[src/rtl/game_controller.sv]
// game_controller: core state machine of the segment-runner game.
// Sequences IDLE -> READY -> PLAY -> OVER and scrolls pseudo-random obstacles
// across a 6-column field on every game tick. It also tracks the player lane,
// detects collisions and counts survived ticks. Every output comes straight
// from a flop.
module game_controller #(
    parameter int          TICK_DIV  = 4,      // clock cycles per game tick (>= 2)
    parameter logic [7:0]  LFSR_SEED = 8'hA5,  // non-zero LFSR reset value
    parameter int          SCORE_MAX = 9999    // GameScore saturation value
) (
    input  logic        Clk,
    input  logic        Rst,
    input  logic        LoggedIn,
    input  logic        GameButton,
    output logic [5:0]  FloorBits,
    output logic [5:0]  CeilingBits,
    output logic        PlayerPos,
    output logic        GameTick,
    output logic [3:0]  GameState,
    output logic [13:0] GameScore
);

    localparam int          CNT_W     = $clog2(TICK_DIV);
    localparam logic [CNT_W-1:0] CNT_LAST = CNT_W'(TICK_DIV - 1);
    localparam logic [13:0] SCORE_TOP = 14'(SCORE_MAX);

    typedef enum logic [3:0] {
        S_IDLE  = 4'b0001,
        S_READY = 4'b0010,
        S_PLAY  = 4'b0100,
        S_OVER  = 4'b1000
    } state_t;

    state_t             state_q,    state_d;
    logic [5:0]         floor_q,    floor_d;
    logic [5:0]         ceil_q,     ceil_d;
    logic               pos_q,      pos_d;
    logic               tick_q,     tick_d;
    logic [13:0]        score_q,    score_d;
    logic [CNT_W-1:0]   cnt_q,      cnt_d;
    logic [7:0]         lfsr_q,     lfsr_d;
    logic               btn_prev_q, btn_prev_d;

    logic       btn_edge;
    logic [7:0] lfsr_adv;
    logic       cand_f;
    logic       cand_c;
    logic       entry_busy;
    logic       collision;

    // Helper terms: button edge, advanced LFSR, obstacle candidates, collision.
    // The candidates are taken from the freshly advanced LFSR value, so each
    // tick draws new random bits. A busy entry column suppresses both
    // candidates, which keeps obstacle columns at least one column apart.
    always_comb begin
        btn_edge   = GameButton & ~btn_prev_q;
        lfsr_adv   = {lfsr_q[6:0], lfsr_q[7] ^ lfsr_q[5] ^ lfsr_q[4] ^ lfsr_q[3]};
        entry_busy = floor_q[0] | ceil_q[0];
        cand_f     = lfsr_adv[0] & lfsr_adv[1] & ~entry_busy;
        cand_c     = lfsr_adv[2] & lfsr_adv[3] & ~(lfsr_adv[0] & lfsr_adv[1]) & ~entry_busy;
        collision  = (~pos_q & floor_q[5]) | (pos_q & ceil_q[5]);
    end

    // Next-state logic for the FSM and all datapath registers.
    always_comb begin
        state_d    = state_q;
        floor_d    = floor_q;
        ceil_d     = ceil_q;
        pos_d      = pos_q;
        tick_d     = 1'b0;
        score_d    = score_q;
        cnt_d      = cnt_q;
        lfsr_d     = lfsr_q;
        btn_prev_d = GameButton;

        if (!LoggedIn) begin
            // Losing the session aborts anything and wipes the run.
            state_d = S_IDLE;
            floor_d = '0;
            ceil_d  = '0;
            pos_d   = 1'b0;
            score_d = '0;
            cnt_d   = '0;
        end else begin
            unique case (state_q)
                S_IDLE: begin
                    floor_d = '0;
                    ceil_d  = '0;
                    pos_d   = 1'b0;
                    score_d = '0;
                    cnt_d   = '0;
                    state_d = S_READY;
                end
                S_READY: begin
                    // Score of the previous run stays visible until a new start.
                    floor_d = '0;
                    ceil_d  = '0;
                    if (btn_edge) begin
                        state_d = S_PLAY;
                        pos_d   = 1'b0;
                        score_d = '0;
                        cnt_d   = '0;
                    end
                end
                S_PLAY: begin
                    if (collision) begin
                        // The crash edge freezes everything: no tick, no toggle.
                        state_d = S_OVER;
                    end else begin
                        if (cnt_q == CNT_LAST) begin
                            cnt_d   = '0;
                            tick_d  = 1'b1;
                            lfsr_d  = lfsr_adv;
                            floor_d = {floor_q[4:0], cand_f};
                            ceil_d  = {ceil_q[4:0], cand_c};
                            if (score_q < SCORE_TOP) begin
                                score_d = score_q + 14'd1;
                            end
                        end else begin
                            cnt_d = cnt_q + CNT_W'(1);
                        end
                        if (btn_edge) begin
                            pos_d = ~pos_q;
                        end
                    end
                end
                S_OVER: begin
                    if (btn_edge) begin
                        state_d = S_READY;
                        floor_d = '0;
                        ceil_d  = '0;
                    end
                end
                default: begin
                    state_d = S_IDLE;
                end
            endcase
        end
    end

    // State and output registers with asynchronous reset.
    always_ff @(posedge Clk or posedge Rst) begin
        if (Rst) begin
            state_q    <= S_IDLE;
            floor_q    <= '0;
            ceil_q     <= '0;
            pos_q      <= 1'b0;
            tick_q     <= 1'b0;
            score_q    <= '0;
            cnt_q      <= '0;
            lfsr_q     <= LFSR_SEED;
            btn_prev_q <= 1'b0;
        end else begin
            state_q    <= state_d;
            floor_q    <= floor_d;
            ceil_q     <= ceil_d;
            pos_q      <= pos_d;
            tick_q     <= tick_d;
            score_q    <= score_d;
            cnt_q      <= cnt_d;
            lfsr_q     <= lfsr_d;
            btn_prev_q <= btn_prev_d;
        end
    end

    assign FloorBits   = floor_q;
    assign CeilingBits = ceil_q;
    assign PlayerPos   = pos_q;
    assign GameTick    = tick_q;
    assign GameState   = state_q;
    assign GameScore   = score_q;

endmodule

[config.mk]
export PLATFORM = sky130hd
export DESIGN_NAME = game_controller
export DESIGN_NICKNAME = d
export VERILOG_FILES = /design/src/rtl/game_controller.sv
export SDC_FILE = /design/constraint.sdc
export NUM_CORES = 1
export LEC_CHECK = 0
export CORE_MARGIN = 1.5
export CORE_UTILIZATION = 25
export CTS_CLUSTER_DIAMETER = 30
export DETAILED_ROUTE_END_ITERATION = 10
export HOLD_SLACK_MARGIN = 0.03
export SETUP_SLACK_MARGIN = 0.2
export SLEW_MARGIN = 20
export SYNTH_ARGS = -nofsm -noshare
export SYNTH_HDL_FRONTEND = slang
export SYNTH_SLANG_ARGS = --single-unit
[constraint.sdc]
create_clock -name Clk -period 1.7 [get_ports Clk]
set_input_delay 0.34 -clock Clk [delete_from_list [all_inputs] [get_ports Clk]]
set_output_delay 0.34 -clock Clk [all_outputs]
set_load 0.01 [all_outputs]
==> impl_metrics.json, run 1 <==
{
  "final-hold-violation-count": 0,
  "peakVddDrop_uv": 278,
  "setup.worst_path.end": "GameScore[11]",
  "syn_avg_cell_area_um2": 10.1,
  "syn-instance-count": 220,
  "grt_max_degree": 44,
  "slowest_stage": "dfstp_2",
  "yosys.area.top_type_share_pct": 42.7,
  "grt_usage_pct": 13.1,
  "drc": 0,
  "hp-class": "in2reg",
  "clockBufferDepth": 2,
  "yosysSeqAreaShare_pct": 48.6,
  "dr.pass1.iters": 4,
  "dp.cells": 411,
  "crit_type": "reg2reg",
  "grtUsageMet2_pct": 21.5,
  "dieArea_um2": 9480,
  "multi_input_area_um2": 1320,
  "use_met1_pct": 16.9,
  "cts.sinks": 43,
  "first_global_vias": 2152,
  "initial_core_util_pct": 25.7,
  "clk_pin_slew_ns": 0.09,
  "outcome": "finished, violations left",
  "timing.rr.start": "GameState[0]",
  "synth.distinct_cells": 47,
  "startpoint": "GameState[0]",
  "r2r_slack_ns": -0.12,
  "final_antenna_net_count": 0,
  "antenna_cells": 0,
  "leakage_nw": 1.70,
  "use_met3_pct": 2.66,
  "std_cell_rows": 34,
  "timing.final.crit_share_pct": 107,
  "max_stage_delay_ns": 0.40,
  "synthArstFlopShare_pct": 100,
  "clock.fmax_mhz": 551,
  "ys_warn_count": 0,
  "vias_per_cell": 4.74,
  "place.gp.congestion": 0.822,
  "ys_top_cells_by_area": "dfrtp_1, dfstp_2, mux2_2",
  "syn_nets": 226,
  "fin_crit_ns": 1.82,
  "final_cells": 451,
  "hold_buffers": 0,
  "cp_num_buf_inv": 1,
  "final_max_slew_viol_count": 0,
  "num_io_pins": 36,
  "synth-edff-count": 0,
  "finClkSkew_ns": 0.0120,
  "worstPathMaxFanout": 4,
  "cts_tree": "built",
  "die_h_um": 97.4,
  "rsz0062_at_grt": "true",
  "root_buffer": "clkbuf_8",
  "startpoint_type": "flop",
  "reg2reg_to": "GameScore[11]",
  "yosysTopAreaCell": "dfrtp_1",
  "globalRoute.totalOverflow": 0,
  "crit_chain": "buf_12, nor3b_4, nand3b_1, or3_4, or3_1, nand3_1",
  "synth-seq-cells": 43,
  "setup_viol": 30,
  "fin_nets": 348,
  "drive_above_1_share_pct": 49.0,
  "cp_data_arrival_time_ns": 2.06,
  "maxCapViolCount": 0,
  "antenna_found_initial": 0,
  "drt-initial-drc-count": 60,
  "rr_worst_depth": 6,
  "area_growth_pct": 70.2,
  "regArea_um2": 1090,
  "yosysMostFrequentCell": "dfrtp_1",
  "dp_hpwl_um": 4020,
  "violations": "negative setup slack",
  "critPathRequiredTime_ns": 1.94,
  "die_w_um": 97.4,
  "fillers": 851,
  "powerDensity_nw_per_um2": 541,
  "end_kind": "flop",
  "worstMarginPinSlew_ns": 0.365,
  "wire_per_inst_um": 13.8,
  "grt_pass1_wl_um": 10300,
  "timing.final.ws_setup_ns": -0.115,
  "worst-path-stages": 6,
  "clk_latency_ns": 0.30,
  "netlist_area_um2": 2230,
  "portBuffers": 35,
  "ys_top_cells_by_count": "dfrtp_1, nand2_1, inv_1",
  "synth_top_flop_cell": "dfrtp_1",
  "tritoncts.num_buffers": 5,
  "core_um2": 8680,
  "via_count": 2136,
  "grt-busiest-layer": "met2",
  "routed_wl_um": 6230,
  "h-tree-depth": 2,
  "finalInstanceArea_um2": 3790,
  "path_delay_family": "simple AND/OR/NAND/NOR gates",
  "slew_headroom_pct": 75.7,
  "postPlaceCellArea_um2": 3180
}
## routing by layer
metal | wire length (um) | part of all wire, %
met1 | 2790 | 45
met4 | 153 | 2.5
met5 | 0 | 0
met3 | 195 | 3.1
met2 | 3090 | 50
## flip-flops by register name, indices dropped and copies added, names as in the netlist, 2 cells and up
register and cells:
lfsr_q 8, FloorBits 6, GameScore 14, cnt_q 2, CeilingBits 6, GameState 4
## kinds of logic after synthesis
group | count (synthesis) | synth area share (%)
AND/OR/NAND/NOR | 75 | 18.7
flip-flops | 43 | 48.6
AO/OA/AOI/OAI | 42 | 12.5
buffers and inverters | 30 | 6.01
multiplexers | 23 | 11.1
XOR/XNOR | 5 | 1.97
adder cells (fa/ha/maj) | 2 | 1.12
## timing repair
item | in CTS | in global routing
gates cloned | 1 | 1
gates resized for setup | 87 | 47
pin swaps | 20 | 20
endpoints found under the setup margin | 72 | 54
buffers inserted | 20 | 10
## per-stage QoR
stage / total power [mW] / hold WS, ns / setup WS (ns) / util, % / setup TNS [ns]
after CTS: 2.05 / 0.345 / -0.0833 / 41.0 / -1.23
after global placement: 1.32 / 0.485 / -0.534 / 36.6 / -15.72
after floorplan: 1.22 / 0.371 / -0.146 / - / -2.00
after global routing: 2.14 / 0.352 / -0.185 / 43.7 / -4.25
final: 2.05 / 0.339 / -0.115 / 43.7 / -1.28
after detailed placement: 1.33 / 0.491 / -0.546 / 36.6 / -17.17
## worst min path at each step
stage | to | from | cells after the start | slack [ns]
final | GameState[0] | LoggedIn | 2 | 0.34
after global routing | GameState[0] | LoggedIn | 2 | 0.35
after CTS | GameState[0] | LoggedIn | 2 | 0.35
after detailed placement | cnt_q[1] | cnt_q[1] | 1 | 0.49
after global placement | cnt_q[1] | cnt_q[1] | 1 | 0.48
after floorplan | btn_prev_q | GameButton | 0 | 0.37
## final cells by class
class / count / area share [%]
inverters: 19 / 1.88
well taps: 108 / 3.56
repair buffers: 124 / 28.7
multi-input cells: 149 / 34.7
clock buffers: 5 / 1.82
clock inverters: 3 / 0.528
flip-flops and latches: 43 / 28.8
## worst register-to-register path, cell delays in order (launching register included)
cell	delay, ns
dfstp_2	0.40
buf_12	0.13
nor3b_4	0.22
nand3b_1	0.16
or3_4	0.40
or3_1	0.35
nand3_1	0.09
## layout by cell type, fill, tap and decap left out, types with 4 or more instances in the layout
cell type and n:
mux2_2 10, buf_4 68, nand4_1 6, buf_6 20
dfrtp_1 31, dlygate4sd2_1 17, nor2_1 4, nand3_1 7
nand2_1 23, mux2i_1 11, or4_1 4, o211ai_1 7
dfstp_2 5, dfrtp_2 7, clkdlybuf4s15_1 12, a21oi_1 4
o21ai_1 5, clkbuf_8 5, a21oi_2 5, inv_1 19
o21ai_2 4
## report_power, final
group / switching, mW / total (mW) / internal, mW
Combinational: 0.158 / 0.340 / 0.182
Clock: 0.380 / 0.667 / 0.286
Sequential: 0.0114 / 1.05 / 1.03
(Power assumes the default switching activity.)
==> inputs of run 2 (changes only) <==
--- a/config.mk
+++ b/config.mk
@@ -9,9 +9,11 @@
 export CORE_UTILIZATION = 25
 export CTS_CLUSTER_DIAMETER = 30
 export DETAILED_ROUTE_END_ITERATION = 10
+export DONT_BUFFER_PORTS = 1
 export HOLD_SLACK_MARGIN = 0.03
 export SETUP_SLACK_MARGIN = 0.2
 export SLEW_MARGIN = 20
 export SYNTH_ARGS = -nofsm -noshare
 export SYNTH_HDL_FRONTEND = slang
 export SYNTH_SLANG_ARGS = --single-unit
+export TNS_END_PERCENT = 30
==> impl_metrics.json, run 2 (synthesis gave the netlist of run 1 again) <==
{
  "vias_per_cell": 4.92,
  "timing.rr.start": "GameScore[7]",
  "h-tree-depth": 2,
  "final_max_slew_viol_count": 0,
  "rsz0062_at_grt": "true",
  "antenna_cells": 0,
  "hold_path_startpoint": "GameButton",
  "place.gp.congestion": 0.841,
  "portBuffers": 0,
  "violations": "negative setup slack",
  "startpoint_type": "flop",
  "final_cells": 396,
  "num_io_pins": 36,
  "root_buffer": "clkbuf_8",
  "initial_core_util_pct": 25.7,
  "slew_headroom_pct": 49.7,
  "clockBufferDepth": 2,
  "cp_data_arrival_time_ns": 2.02,
  "leakage_nw": 1.39,
  "first_global_vias": 1936,
  "end_kind": "flop",
  "finalInstanceArea_um2": 3240,
  "peakVddDrop_uv": 279,
  "cts.sinks": 43,
  "final_cell_mix": "buf_4, dfrtp_1, nand2_1, inv_1, buf_6",
  "core_um2": 8680,
  "clock.fmax_mhz": 550,
  "rr_worst_depth": 5,
  "hp-class": "in2reg",
  "postPlaceCellArea_um2": 2790,
  "place_ws_ns": -0.135,
  "drive_above_1_share_pct": 45.1,
  "setup_tns_ns": -1.37,
  "grt_pass1_wl_um": 9720,
  "drc": 0,
  "grt_usage_pct": 12.6,
  "critPathRequiredTime_ns": 1.91,
  "fin_crit_ns": 1.82,
  "fin_util_pct": 37.3,
  "layout_commonest_cell": "buf_4",
  "tritoncts.num_buffers": 5,
  "dieArea_um2": 9480,
  "min_delay_path_depth": 0,
  "crit_type": "reg2reg",
  "routed_wl_um": 5930,
  "dp_hpwl_um": 4120,
  "timing.final.ws_setup_ns": -0.118,
  "finClkSkew_ns": 0.0136,
  "grt_max_degree": 21,
  "final-hold-violation-count": 0,
  "clk_pin_slew_ns": 0.08,
  "largest_register_ffs": 14,
  "maxCapViolCount": 0,
  "area_growth_pct": 45.3,
  "fin_nets": 293,
  "reg2reg_to": "GameScore[5]",
  "final_antenna_net_count": 0,
  "clk_latency_ns": 0.30,
  "r2r_slack_ns": -0.12,
  "die_h_um": 97.4,
  "cts_tree": "built",
  "wire_per_inst_um": 15.0,
  "setup_viol": 18,
  "powerDensity_nw_per_um2": 664,
  "dp.cells": 377,
  "via_count": 1947,
  "worstMarginPinSlew_ns": 0.750,
  "timing.final.crit_share_pct": 107,
  "outcome": "finished, violations left",
  "globalRoute.totalOverflow": 0,
  "setup.worst_path.end": "GameScore[5]",
  "startpoint": "GameScore[7]",
  "drt-initial-drc-count": 91,
  "antenna_found_initial": 0,
  "dr.pass1.iters": 4,
  "std_cell_rows": 34,
  "die_w_um": 97.4,
  "worstPathMaxFanout": 4
}
[run 2: cell count changes in the layout (fill, tap and decap cells not counted), sizes merged]
cell / change
inv: -1
bufinv: +1
clkdlybuf4s50: -1
dlygate4sd2: -17
clkinvlp: -2
dlygate4sd3: +1
clkdlybuf4s15: -12
or2: -1
clkinv: +2
clkbuf: -1
buf: -24
[run 2: repair_timing]
action                                  in CTS  in global routing
setup buffers                                7                  2
gates cloned                                 1                  0
gates resized for setup                     35                 28
hold endpoints to repair                    12                  0
pin swaps                                   22                 23
endpoints found under the setup margin      39                 42
hold buffers                                 1                  0
[run 2: stage by stage]
| step | power, mW | hold WS (ns) |
|---|---|---|
| after detailed placement | 1.29 | 0.311 |
| after CTS | 2.12 | 0.0564 |
| after floorplan | 1.22 | 0.371 |
| after global routing | 2.23 | 0.0493 |
| final | 2.15 | 0.0674 |
| after global placement | 1.29 | 0.308 |
[run 2: worst max-delay path, stage by stage (launching register included)]
cell,delay (ns)
dfrtp_1,0.40
nor4_2,0.34
a21oi_1,0.13
or2_4,0.27
or4_4,0.41
o211ai_1,0.18
[run 2: where the power goes]
part | internal, mW | total, mW | switching [mW]
combinational | 0.154 | 0.294 | 0.140
sequential | 1.03 | 1.05 | 0.0145
clock | 0.438 | 0.806 | 0.368
total | 1.63 | 2.15 | 0.523
[run 2: area by class of cell]
type	count	area, um2
clock buffer	5	68.8
clock inverter	3	43.8
fill	870	5440
inverter	19	71.3
multi-input combinational	148	1240
sequential	43	1090
tap	108	135
timing repair buffer	70	593
[run 2: how the worst min path moves through the flow]
stage	slack, ns	to
final	0.07	btn_prev_q
after global routing	0.05	btn_prev_q
after CTS	0.06	btn_prev_q
after detailed placement	0.31	GameScore[13]
after global placement	0.31	GameScore[13]
after floorplan	0.37	btn_prev_q
[run 2: metal layers]
metal	part of all wire (%)	up-vias	track usage (%)
met5	0	-	0
met4	1.1	0	3.96
met3	4.5	8	3.53
met2	52	42	22.1
li1	-	926	-
met1	43	971	15.0
==> inputs of run 3 (changes only) <==
--- a/config.mk
+++ b/config.mk
@@ -11,9 +11,10 @@
 export DETAILED_ROUTE_END_ITERATION = 10
 export DONT_BUFFER_PORTS = 1
 export HOLD_SLACK_MARGIN = 0.03
+export PLACE_DENSITY = 0.49
 export SETUP_SLACK_MARGIN = 0.2
 export SLEW_MARGIN = 20
 export SYNTH_ARGS = -nofsm -noshare
 export SYNTH_HDL_FRONTEND = slang
 export SYNTH_SLANG_ARGS = --single-unit
-export TNS_END_PERCENT = 30
+export TNS_END_PERCENT = 20
==> impl_metrics.json, run 3 (synthesis gave the netlist of run 1 again) <==
{
  "cp_num_buf_inv": 0,
  "worst-path-stages": 5,
  "finalInstanceArea_um2": 3150,
  "cts.sinks": 43,
  "antenna_found_initial": 0,
  "rr_worst_depth": 5,
  "first_global_vias": 1971,
  "r2r_slack_ns": -0.11,
  "area_growth_pct": 41.6,
  "dieArea_um2": 9480,
  "path_delay_family": "simple AND/OR/NAND/NOR gates",
  "tritoncts.num_buffers": 5,
  "place.gp.congestion": 0.774,
  "final-hold-violation-count": 0,
  "grt_usage_pct": 12.5,
  "core_um2": 8680,
  "critPathRequiredTime_ns": 1.93,
  "cp_data_arrival_time_ns": 2.03,
  "drive_above_1_share_pct": 44.3,
  "powerDensity_nw_per_um2": 677,
  "initial_core_util_pct": 25.7,
  "postPlaceCellArea_um2": 2820,
  "min_delay_path_depth": 0,
  "maxCapViolCount": 0,
  "outcome": "finished, violations left",
  "std_cell_rows": 34,
  "cts_tree": "built",
  "num_io_pins": 36,
  "fin_nets": 292,
  "finClkSkew_ns": 0.00799,
  "setup_tns_ns": -1.00,
  "h-tree-depth": 2,
  "vias_per_cell": 4.71,
  "clockBufferDepth": 2,
  "startpoint_type": "flop",
  "timing.rr.start": "GameState[1]",
  "grt_max_degree": 22,
  "drt-initial-drc-count": 61,
  "max_stage_delay_ns": 0.46,
  "leakage_nw": 1.37,
  "final_cell_mix": "buf_4, dfrtp_1, nand2_1, inv_1, mux2i_1",
  "crit_type": "reg2reg",
  "hp-class": "in2reg",
  "end_kind": "flop",
  "setup_viol": 28,
  "via_count": 1862,
  "portBuffers": 0,
  "clk_latency_ns": 0.30,
  "routed_wl_um": 5680,
  "violations": "negative setup slack",
  "worstMarginPinSlew_ns": 0.345,
  "antenna_cells": 0,
  "final_max_slew_viol_count": 0,
  "dp_hpwl_um": 4190,
  "worst_path_most_repeated_cell": "or3_1",
  "root_buffer": "clkbuf_8",
  "final_antenna_net_count": 0,
  "power.total_mw": 2.14,
  "dr.pass1.iters": 4,
  "worstPathMaxFanout": 4,
  "rsz0062_at_grt": "true",
  "largest_register_ffs": 14,
  "globalRoute.totalOverflow": 0,
  "slowest_stage": "or3_1",
  "peakVddDrop_uv": 335,
  "dp.cells": 380,
  "clk_pin_slew_ns": 0.09,
  "layout_commonest_cell": "buf_4",
  "die_h_um": 97.4,
  "final_cells": 395,
  "clock.fmax_mhz": 554,
  "whs_endpoint": "btn_prev_q",
  "wire_per_inst_um": 14.4,
  "slew_headroom_pct": 76.7,
  "fin_util_pct": 36.3,
  "grt_pass1_wl_um": 9590,
  "timing.final.crit_share_pct": 106,
  "reg2reg_to": "GameScore[11]",
  "drc": 0,
  "crit_chain": "nor3b_4, nand3b_1, or3_1, or3_1, nand3_1",
  "die_w_um": 97.4,
  "fin_crit_ns": 1.81,
  "timing.final.ws_setup_ns": -0.105,
  "hold_path_startpoint": "GameButton"
}
-- run 3: cell types whose count changed in the layout (fill, tap and decap cells not counted), moves of 3 or more --
cell / delta
mux2_2: +8
mux2_4: -8
buf_4: +4
buf_6: -3
nand3_1: -3
nand3_2: +3
or4_1: -3
or4_4: +3
-- run 3: where the power goes --
group	total [mW]	internal, mW	switching [mW]
combinational	0.281	0.144	0.137
clock	0.811	0.438	0.373
sequential	1.04	1.03	0.00996
-- run 3: layout make-up --
class / instances / area (um2)
Clock buffer: 5 / 68.8
Clock inverter: 3 / 43.8
Fill cell: 891 / 5520
Inverter: 19 / 71.3
Multi-Input combinational cell: 147 / 1170
Sequential cell: 43 / 1090
Tap cell: 108 / 135
Timing Repair Buffer: 70 / 574
-- run 3: worst max path at each step --
stage / start / endpoint / slack [ns]
6_report: GameState[1] / GameScore[11] / -0.11
5_1_grt: GameState[1] / CeilingBits[3] / -0.20
4_1_cts: GameState[0] / GameState[2] / -0.1
3_5_place_dp: GameState[2] / GameScore[13] / -0.19
3_3_place_gp: GameState[2] / lfsr_q[3] / -0.19
2_1_floorplan: GameState[1] / CeilingBits[0] / -0.15
-- run 3: layer usage --
layer	GRT usage [%]	vias to the layer above	wire length, um
met2	20.4	24	2680
met5	0	-	0
met1	15.3	906	2610
met3	4.17	10	278
met4	4.51	0	114
li1	-	922	-
-- run 3: through the flow --
| step | setup WS (ns) | hold WS [ns] |
|---|---|---|
| final | -0.105 | 0.0646 |
| after global routing | -0.199 | 0.0431 |
| after CTS | -0.0991 | 0.0515 |
| after global placement | -0.185 | 0.219 |
| after detailed placement | -0.188 | 0.224 |
| after floorplan | -0.146 | 0.371 |
-- run 3: timing repair --
action,in CTS,in global routing
hold endpoints to repair,10,0
buffers inserted,1,5
pin swaps,12,16
cloned,0,0
resized for setup,16,28
setup endpoints to repair,41,41
hold buffers,1,0
==> edit: new RTL, config.mk and constraints of run 2 <==
Remove the register `tick_q`: a continuous assignment takes its place, so the output `GameTick` follows one clock earlier.
--- a/src/rtl/game_controller.sv
+++ b/src/rtl/game_controller.sv
@@ -145,7 +145,6 @@
             floor_q    <= '0;
             ceil_q     <= '0;
             pos_q      <= 1'b0;
-            tick_q     <= 1'b0;
             score_q    <= '0;
             cnt_q      <= '0;
             lfsr_q     <= LFSR_SEED;
@@ -155,13 +154,14 @@
             floor_q    <= floor_d;
             ceil_q     <= ceil_d;
             pos_q      <= pos_d;
-            tick_q     <= tick_d;
             score_q    <= score_d;
             cnt_q      <= cnt_d;
             lfsr_q     <= lfsr_d;
             btn_prev_q <= btn_prev_d;
         end
     end
+
+    assign tick_q = tick_d;
 
     assign FloorBits   = floor_q;
     assign CeilingBits = ceil_q;
Behaviour: not the same (Yosys sat finds a counterexample within 10 cycles, from zero or initial values and one cycle with Rst high).
==> edit against run 2 <==
- the run still ends with setup timing left
- cell area down 1.1%
- routed wire length grew 0.44%
- clock skew shrank 0.0066 ns
- total power fell by 1.2%
- synthesized area fell by 0.11%
- setup slack got worse by 0.088 ns
- sequential cell count fell by 1
- synthesized cell count increased by 5.0%
- final cell count increased by 1.5%
- highest routed layer unchanged
==> edit: results <==
metrics = {
    "critical_path": {
        "critPathArrivalTime_ns": 2.10,
        "r2r_end": "GameScore[8]",
        "r2r-start": "GameState[1]",
    },
    "route": {
        "viasPerCell": 5.01,
        "drt_iter0_drc": 34,
        "wl_per_cell_um": 14.8,
    },
    "yosys": {
        "synth_xor_area_share_pct": 1.57,
        "synth_adder_area_share_pct": 1.12,
        "synthesis.nets": 237,
        "synth_area_leaders": "dfrtp_1 42%, nand2_1 6.1%, dfstp_2 5.9%",
        "synthTopCellsByCount": "37 x dfrtp_1, 36 x nand2_1, 21 x o21ai_0",
        "synth.distinct_cells": 51,
    },
    "pwr": {
        "pwr-share-comb_pct": 12.9,
        "p_switching_mw": 0.539,
        "power_frac_seq_pct": 48.5,
        "ir_drop_mv": 0.268,
    },
    "finish": {
        "layout.nets": 299,
        "layout-drive-gt1-share_pct": 43.2,
    },
    "global_route": {
        "grt_first_pass_wirelength_mm": 9.85,
        "grt_max_degree": 43,
        "grt_usage_pct": 12.9,
        "grt_pass1_vias": 1969,
    },
    "outcome": {
        "violations": "setup timing",
        "status": "finished with violations",
    },
    "timing": {
        "setup_ws_ns": -0.207,
        "max_slew.worst_pin.slew_ns": 0.285,
        "fin_worst_skew_ns": 0.00694,
        "setup_viol": 16,
    },
    "placed_design": {
        "post-dp-hpwl_mm": 4.23,
        "place.gp.congestion": 0.789,
    },
    "clock_network": {
        "htreeDepth": 2,
    },
}
[edit: area by class of cell]
| class | instances | area [µm²] |
|---|---|---|
| Fill cell | 864 | 5480 |
| Multi-Input combinational cell | 170 | 1280 |
| Tap cell | 108 | 135 |
| Sequential cell | 42 | 1060 |
| Clock inverter | 3 | 45.0 |
| Clock buffer | 5 | 68.8 |
| Timing Repair Buffer | 68 | 582 |
| Inverter | 6 | 22.5 |
[edit: what timing repair did]
item / 4_1_cts / 5_1_grt
setup endpoints to repair: 35 / 39
hold endpoints to repair: 37 / 0
setup buffers: 6 / 1
hold buffers: 1 / 0
resized for setup: 37 / 19
pin swaps: 6 / 15
[edit: critical path, stage by stage (launching register included)]
cell and delay, ns:
dfrtp_2 0.46, and2b_1 0.25, nand4_1 0.15, a211o_4 0.40, o311a_1 0.30, a211o_1 0.23
[edit: worst min path at each step]
stage               cells after the start  slack [ns]        from              to
global route                            0        0.05  GameButton      btn_prev_q
CTS                                     0        0.05  GameButton      btn_prev_q
finish                                  0        0.06  GameButton      btn_prev_q
detailed placement                      2        0.33         Rst  CeilingBits[1]
global placement                        2        0.33         Rst  CeilingBits[1]
floorplan                               0        0.37  GameButton      btn_prev_q
[edit: kinds of logic after synthesis]
kind of cell,after synthesis
AND/OR/NAND/NOR,95
AO/OA/AOI/OAI,60
flip-flops,42
buffers and inverters,19
multiplexers,9
XOR/XNOR,4
adder cells (fa/ha/maj),2
[edit: through the flow]
stage / util, % / cells
after detailed placement: 32.6 / 386
after floorplan: - / 231
final: 36.9 / 402
after global routing: 36.9 / 402
after CTS: 36.0 / 401
after global placement: 32.6 / 386
[edit: layer usage]
metal	up-vias	share of wire, %	global-route usage (%)
met3	7	5.9	4.60
met2	48	48	20.8
met5	-	0	0
met1	990	45	16.1
li1	971	-	-
met4	0	1.5	3.96
